File: config.mk
export PLATFORM = sky130hd
export DESIGN_NAME = unsigned_restore_div_16x8_flat
export DESIGN_NICKNAME = d
export VERILOG_FILES = /design/src/rtl/unsigned_restore_div_16x8_if.sv /design/src/rtl/unsigned_restore_div_16x8.sv /design/src/flat_wrapper.sv
export SDC_FILE = /design/constraint.sdc
export NUM_CORES = 1
export LEC_CHECK = 0
export ABC_AREA = 1
export BUFFER_PORTS_ARGS = -buffer_cell sky130_fd_sc_hd__buf_4
export CORE_MARGIN = 4
export CORE_UTILIZATION = 35
export CTS_BUF_LIST = sky130_fd_sc_hd__clkbuf_4
export DETAILED_ROUTE_END_ITERATION = 6
export SYNTH_ARGS = -nofsm -noshare
export SYNTH_HDL_FRONTEND = slang
export SYNTH_SLANG_ARGS = --single-unit
File: constraint.sdc
create_clock -name clk -period 2 [get_ports clk]
set_input_delay 0.4 -clock clk [delete_from_list [all_inputs] [get_ports clk]]
set_output_delay 0.4 -clock clk [all_outputs]
set_load 0.03 [all_outputs]
File: src/rtl/unsigned_restore_div_16x8_if.sv
// unsigned_restore_div_16x8_if: request/result bundle for the 16/8 restoring divider.
interface unsigned_restore_div_16x8_if;
    logic        start;
    logic [15:0] z;
    logic [7:0]  y;
    logic        busy;
    logic        done;
    logic [7:0]  q;
    logic [7:0]  r;
    logic        ovf;
    modport master (output start, z, y, input busy, done, q, r, ovf);
    modport slave (input start, z, y, output busy, done, q, r, ovf);
endinterface

File: src/rtl/unsigned_restore_div_16x8.sv
// unsigned_restore_div_16x8: 16/8 unsigned restoring divider, one quotient bit per cycle.
// DIV_APPROX_L4_EN: clear dividend bits [3:0] at latch time.
module unsigned_restore_div_16x8 (
    input logic clk,
    input logic rst,
    unsigned_restore_div_16x8_if.slave bus
);
    typedef enum logic [1:0] {IDLE, CALC, DONE} state_t;
    state_t      state, state_nx;
    logic [15:0] zm;
    logic        ovf_in, accept, neg;
    logic [7:0]  rem, dq, y_l, sub, rem_nx, dq_nx, q_reg, r_reg;
    logic        ovf_reg;
    logic [8:0]  p;
    logic [2:0]  cnt;
`ifdef DIV_APPROX_L4_EN
    assign zm = {bus.z[15:4], 4'h0};
`else
    assign zm = bus.z;
`endif
    // quotient fits in 8 bits only when the upper byte is below the divisor
    assign ovf_in = (bus.y == 8'd0) || (zm[15:8] >= bus.y);
    assign accept = bus.start && (state != CALC);
    assign p = {rem, dq[7]};
    assign neg = p < {1'b0, y_l};
    assign sub = p[7:0] - y_l;
    assign rem_nx = neg ? p[7:0] : sub;
    assign dq_nx = {dq[6:0], ~neg};
    always_ff @(posedge clk) begin
        if (rst) state <= IDLE;
        else state <= state_nx;
    end
    always_comb begin
        state_nx = accept ? (ovf_in ? DONE : CALC)
                 : (state == CALC) ? ((cnt == 3'd7) ? DONE : CALC)
                 : IDLE;
    end
    always_comb begin
        bus.busy = state == CALC;
        bus.done = state == DONE;
    end
    // rem/dq form one shifting {remainder, dividend->quotient} pair
    always_ff @(posedge clk) begin
        if (rst) begin
            rem <= 8'd0;
            dq <= 8'd0;
            y_l <= 8'd0;
            cnt <= 3'd0;
            q_reg <= 8'd0;
            r_reg <= 8'd0;
            ovf_reg <= 1'b0;
        end else if (accept) begin
            rem <= zm[15:8];
            dq <= zm[7:0];
            y_l <= bus.y;
            cnt <= 3'd0;
            if (ovf_in) begin
                q_reg <= 8'hFF;
                r_reg <= 8'h00;
                ovf_reg <= 1'b1;
            end
        end else if (state == CALC) begin
            rem <= rem_nx;
            dq <= dq_nx;
            cnt <= cnt + 3'd1;
            if (cnt == 3'd7) begin
                q_reg <= dq_nx;
                r_reg <= rem_nx;
                ovf_reg <= 1'b0;
            end
        end
    end
    assign bus.q = q_reg;
    assign bus.r = r_reg;
    assign bus.ovf = ovf_reg;
endmodule

File: src/flat_wrapper.sv
// flat-port wrapper written by rule: the top's interface ports become plain ports
module unsigned_restore_div_16x8_flat 
  (clk, rst, bus_start, bus_z, bus_y, bus_busy, bus_done, bus_q, bus_r, bus_ovf);
  unsigned_restore_div_16x8_if bus_i ();
  input logic clk;
  input logic rst;
  input wire logic [$bits(bus_i.start)-1:0] bus_start;
  input wire logic [$bits(bus_i.z)-1:0] bus_z;
  input wire logic [$bits(bus_i.y)-1:0] bus_y;
  output wire logic [$bits(bus_i.busy)-1:0] bus_busy;
  output wire logic [$bits(bus_i.done)-1:0] bus_done;
  output wire logic [$bits(bus_i.q)-1:0] bus_q;
  output wire logic [$bits(bus_i.r)-1:0] bus_r;
  output wire logic [$bits(bus_i.ovf)-1:0] bus_ovf;
  assign bus_i.start = bus_start;
  assign bus_i.z = bus_z;
  assign bus_i.y = bus_y;
  assign bus_busy = bus_i.busy;
  assign bus_done = bus_i.done;
  assign bus_q = bus_i.q;
  assign bus_r = bus_i.r;
  assign bus_ovf = bus_i.ovf;
  unsigned_restore_div_16x8 u_core (.clk(clk), .rst(rst), .bus(bus_i));
endmodule
-- Word-level counts from Yosys, hierarchy flattened
Cells that the tools add are included.
- bits of input ports: 27
- word-level logic and storage cells: 46
- output and inout bits: 19
- register bits: 46
- bitwise logic cells: 1
- $add $sub $neg: 2
- reductions and logical operators: 7
- equal/unequal tests: 5
- magnitude comparators: 2
- multiplexer cells: 21
- operator list (kind ; count):
    2-to-1 mux 8 bit ; 13
    < comparator 9 x 8 -> 1 bit ; 1
    >= comparator 8 bit ; 1
    logical NOT 8 bit ; 1
    2-to-1 mux 2 bit ; 4
    subtractor 8 bit ; 1
    2-to-1 mux 1 bit ; 4
    inequality test 2 x 1 -> 1 bit (second input constant) ; 2
    nonzero test 2 bit ; 2
    adder 3 x 1 -> 3 bit (second input constant) ; 1
    == test 3 bit (second input constant) ; 1
    AND reduction 3 bit ; 1
    == test 2 x 1 -> 1 bit (second input constant) ; 1
    == test 2 bit (second input constant) ; 1
    OR reduction 2 bit ; 1
    logical AND 1 bit ; 1
    logical OR 1 bit ; 1
    inverter 1 bit ; 1

-- Longest topological paths before layout
- word-level depth: 5
- mapped depth: 15
- mapped depth without buffers: 14

-- Worst setup path after synthesis
Ideal clock, no wire load.
- path kind: input-to-reg
- from: input bus_y[7]
- to: register u_core.q_reg[0] (netlist: u_core.bus.q[0])
- setup slack: 0.260 ns
- path buffers: 1
- data arrival time: 1.626 ns
- library setup time: 0.113 ns
- cell stages on the path: 10
- data required time: 1.887 ns
- path through: inv_1 > ha_1 > a21o_1 > nor2_1 > nand4_2 > nand2_4 > nand2_2 > buf_6 > o21ai_1 > inv_1
- longest elaborated chain between the ends: 4
- elaborated cells on any way between the ends: 5
- classes of those cells: 1 x order compare; 1 x eq/ne; 3 x reduce/logical
- ends and longest elaborated chain (what ; RTL line ; source):
    start, declared ; flat_wrapper.sv:9 ; input wire logic [$bits(bus_i.y)-1:0] bus_y;
    >= comparator 8 bit / logical NOT 8 bit (equally long branches) ; unsigned_restore_div_16x8.sv:22 ; assign ovf_in = (bus.y == 8'd0) || (zm[15:8] >= bus.y);
    logical OR 1 bit * ; unsigned_restore_div_16x8.sv:22 ;
    inequality test 2 x 1 -> 1 bit (no source line) * ; - ;
    AND reduction 3 bit (no source line) * ; - ;
    end signal, assigned ; unsigned_restore_div_16x8.sv:67 ; q_reg <= dq_nx;
    end, declared ; unsigned_restore_div_16x8.sv:12 ; logic [7:0] rem, dq, y_l, sub, rem_nx, dq_nx, q_reg, r_reg;
Mark *: on every way between the ends. The rest lies on a longest branch, timed or not.
A chain may end at the register's enable or synchronous reset.

-- Final worst setup path
- from: register u_core.y_l[7]
- to: register u_core.r_reg[5] (netlist: u_core.bus.r[5])
- longest elaborated chain between the ends: 5
- ends and longest elaborated chain (what ; RTL line ; source):
    start, declared ; unsigned_restore_div_16x8.sv:12 ;
    start signal, assigned ; unsigned_restore_div_16x8.sv:55 ; y_l <= bus.y;
    < comparator 9 x 8 -> 1 bit ; unsigned_restore_div_16x8.sv:25 ; assign neg = p < {1'b0, y_l};
    2-to-1 mux 8 bit ; unsigned_restore_div_16x8.sv:27 ; assign rem_nx = neg ? p[7:0] : sub;
    2-to-1 mux 8 bit ; unsigned_restore_div_16x8.sv:66 ; if (cnt == 3'd7) begin
    2-to-1 mux 8 bit ; unsigned_restore_div_16x8.sv:62 ; end else if (state == CALC) begin
    2-to-1 mux 8 bit ; unsigned_restore_div_16x8.sv:52 ; end else if (accept) begin
    end signal, assigned ; unsigned_restore_div_16x8.sv:68 ; r_reg <= rem_nx;
    end, declared ; unsigned_restore_div_16x8.sv:12 ;
Every way passes these cells. The select of a mux whose other input is x is not followed.

==> metrics.md <==
| Metric | Value |
|---|---|
| Status | `finished, final reports clean` |
| Top-area cell type share of the netlist area | `~33%` |
| Worst reg2reg setup slack | `~0.12 ns` |
| HPWL Detailed | `5.48 mm` |
| Drt first pass iters | `4` |
| Slew of the pin with the lowest slew margin | `roughly 0.39 ns` |
| Chip Width | `around 97 µm` |
| Worst reg2reg path endpoint | `u_core.bus.r[5]` |
| P per Cell Area | `just under 800 nW/µm²` |
| Hold WC Path Type | `input pin to flop` |
| Clock sink count | `46` |
| RSZ-0062 raised after global routing | `true` |
| Syn avg cell area | `6.71 µm²` |
| Vias | `roughly 2,600` |
| Post-Layout Cell Count | `567` |
| Combinational family with the most area after synthesis | `simple AND/OR/NAND/NOR gates` |
| Slew headroom | `between 70 and 80%` |
| Die area | `approximately 9400 µm²` |
| Maxcap violations | `0` |
| Root buf cell | `clkbuf_4` |
| ANT nets after route | `0` |
| Crit path DAT | `around 2.2 ns` |
| Hold WS | `approximately 0.27 ns` |
| CORE AREA | `7690 µm²` |
| CTS tree | `done` |
| Library cells used by synthesis | `33` |
| Skew-Pair Late Insertion Delay | `around 0.37 ns` |
| Worst setup EP type | `flop` |
| Syn Nets | `458` |
| GRT Overall Usage | `between 10% and 20%` |
| Fin. Hold Viols | `0` |
| DR vias/cell | `~4.5` |
| Post-synthesis cell count | `between 400 and 500` |
| Number of I/O pins | `46` |
| WHS Endpoint | `u_core.state[1]` |
| Most frequent cell after synthesis | `nand2_1` |
| Post-synthesis mux area share | `0%` |
| Critical path class | `flop to flop` |
| Nets | `510` |
| Slowest CP cell | `ha_1` |
| Biggest area consumer among synthesized cells | `dfxtp_1` |
| Ys Warns | `0` |
| Max Fclk | `around 530 MHz` |
| Synth Area in Simple Gates | `29.1%` |
| Initial antenna violation count | `0` |
| Worst Min Path Start | `rst` |
| Vias in the first global route | `between 2,000 and 3,000` |
| Largest net degree at the start of global routing | `28` |
| Ys async rst share | `0%` |
| Hold buffer count at CTS | `0` |
| Yosys reg bits | `46` |
| Ratio of cells with drive above 1 in the final layout | `18.7%` |
| Worst IR Drop VDD | `0.000282 V` |
| Post-Place Cells | `roughly 560` |
| Most used DFF post-synth | `dfxtp_1` |
| Drt wl/cell | `between 10 and 15 µm` |
| CP cell instances | `inv_1 -> ha_1 -> nand2_1 -> nor2_4 -> nand3_4 -> nand3_4 -> nor2_4 -> nand2_1 -> nand2_1 -> nor2_1 -> nor2_1` |
| Dominant cells by area after synthesis | `dfxtp_1 33%, nand2_1 14%, inv_1 13%` |
| Clock Path Buffers | `2` |
| Compound-Gate Fraction of Synth Area | `around 13%` |
| Minimum clock period | `roughly 1.9 ns` |
| GR Overflow Total | `0` |
| Area growth from synthesis to layout | `20.8%` |
| Crit path largest cell delay | `0.39 ns` |
| Detailed-route wire length | `6.76 mm` |
| Antenna cells | `0` |
| Netlist Area Pre-Place | `roughly 2800 µm²` |
| Reg2reg path depth | `11` |
| Initial core utilization | `a little over a third` |
| Post-synth EDFFs | `0` |
| PortBufs | `45` |
| Worst Path Buf+Inv | `1` |
| Hold path cells | `2` |
| Die Y | `around 97 µm` |
| Pins Over Slew Limit | `0` |
| Ratio of final minimum period to clock period | `between 90% and 100%` |
| Cell mode on critical path | `nand2_1` |
| CTS Buf Count | `5` |
| R2r startpoint | `u_core.y_l[7]` |
| Synth cell count leaders | `100 x nand2_1, 92 x inv_1, 46 x dfxtp_1, 29 x nor2_1, 27 x nand3_1` |
| # setup viols final | `0` |
| Crit path max-delay family | `simple AND/OR/NAND/NOR gates` |
| Fill cells | `about 850` |
| Adder-cell area share of the yosys netlist | `~8.9%` |
| Clk pin slew, worst setup/hold paths | `0.15 ns` |
| Reported leakage power | `approximately 1.9 nW` |
| Crit path launch type | `flop` |
| Crit path depth | `11` |
| Worst Path Required | `approximately 2.3 ns` |
| DRT iter0 DRCs | `a little under 80` |
| First-pass GRT wire length | `between 10 and 15 mm` |
| Final GP Congestion | `~0.84` |
| Area share of xor/xnor cells in the synthesized design | `less than 1%` |
| Highest net fanout along the worst path | `10` |
| Max Clock Skew | `0.0107 ns` |
| DRC | `0` |
| H-tree Lvls | `2` |
| Sequential element share of the synthesized area | `33.3%` |
| Std cell rows | `32` |
==> cell families after synthesis <==
group,Yosys count
fa+ha+maj,19
simple gates,178
xor+xnor,3
buf+inv,104
flops,46
compound gates,62
==> worst reg2reg max path, stage by stage, from the launching register on <==
cell,delay (ns)
dfxtp_1,0.34
inv_1,0.08
ha_1,0.39
nand2_1,0.12
nor2_4,0.13
nand3_4,0.14
nand3_4,0.20
nor2_4,0.06
nand2_1,0.09
nand2_1,0.06
nor2_1,0.14
nor2_1,0.06
==> area by class of cell <==
cell class	instances	area (µm²)	area share, %
Multi-Input combinational cell	262	1460	43.6
Sequential cell	46	921	27.6
Timing Repair Buffer	57	428	12.8
Inverter	92	345	10.3
Tap cell	102	128	3.82
Clock buffer	5	37.5	1.12
Clock inverter	3	21.3	0.637
==> layer usage <==
| metal | track usage [%] | vias up | part of all wire (%) |
|---|---|---|---|
| li1 | - | 1384 | - |
| met1 | 20.6 | 1122 | 52 |
| met2 | 23.9 | 46 | 42 |
| met3 | 2.52 | 6 | 3.9 |
| met4 | 4.00 | 0 | 1.2 |
| met5 | 0 | - | 0 |
==> report_power, final <==
part           leakage (nW)  switching [W]  total, W  internal (W)
combinational          1.45       0.000688   0.00113      0.000440
sequential            0.380      0.0000517   0.00106       0.00101
clock                0.0312       0.000326  0.000463      0.000137
==> per-stage QoR <==
stage / power (W) / setup WS (ns) / instance area, µm² / setup TNS [ns] / utilization (%)
after floorplan: 0.00186 / 0.260 / 2760 / 0 / -
after global placement: 0.00216 / 0.123 / 3240 / 0 / 42.1
after detailed placement: 0.00217 / 0.0947 / 3240 / 0 / 42.1
after CTS: 0.00263 / 0.104 / 3300 / 0 / 42.9
after global routing: 0.00286 / -0.0152 / 3340 / -0.0152 / 43.4
final: 0.00265 / 0.121 / 3340 / 0 / 43.4
==> repair_timing <==
| action | in CTS | in global routing |
|---|---|---|
| gates resized for setup | 0 | 6 |
| endpoints found under the setup margin | 0 | 15 |
| setup buffers | 0 | 2 |
==> how the worst max path moves through the flow <==
stage                   from         endpoint  slack, ns
4_1_cts        u_core.y_l[4]  u_core.bus.r[5]       0.10
2_1_floorplan       bus_y[7]  u_core.bus.q[0]       0.26
3_5_place_dp        bus_y[7]  u_core.bus.q[1]       0.09
3_3_place_gp        bus_y[7]  u_core.bus.r[2]       0.12
6_report       u_core.y_l[7]  u_core.bus.r[5]       0.12
5_1_grt        u_core.y_l[6]  u_core.bus.r[5]      -0.02
==> cells in the final DEF, fill, tap and decap left out <==
cell,netlist,layout
a21oi_4,1,1
xor2_1,2,2
o21ai_0,23,23
dfxtp_1,46,46
inv_1,92,92
or2_2,1,1
buf_4,2,57
a21o_1,1,1
a211oi_1,2,2
clkbuf_4,0,5
nor2_2,1,1
nor2_1,29,29
nand2_2,6,6
nand3_4,2,2
nand3_1,27,27
a21oi_1,19,18
fa_2,0,1
ha_2,0,3
nand4_2,1,1
a31oi_1,1,1
nand2_1,100,100
xnor2_1,1,1
o21ai_1,8,8
o21bai_1,1,1
a221oi_1,1,1
ha_4,0,1
a21oi_2,0,1
clkinv_4,0,1
o221ai_1,5,5
ha_1,18,14
nand4_1,7,7
clkinv_2,0,1
nand2_4,1,1
or2_4,1,1
clkinvlp_4,0,1
nor2_4,2,2
(Power assumes the default switching activity.)
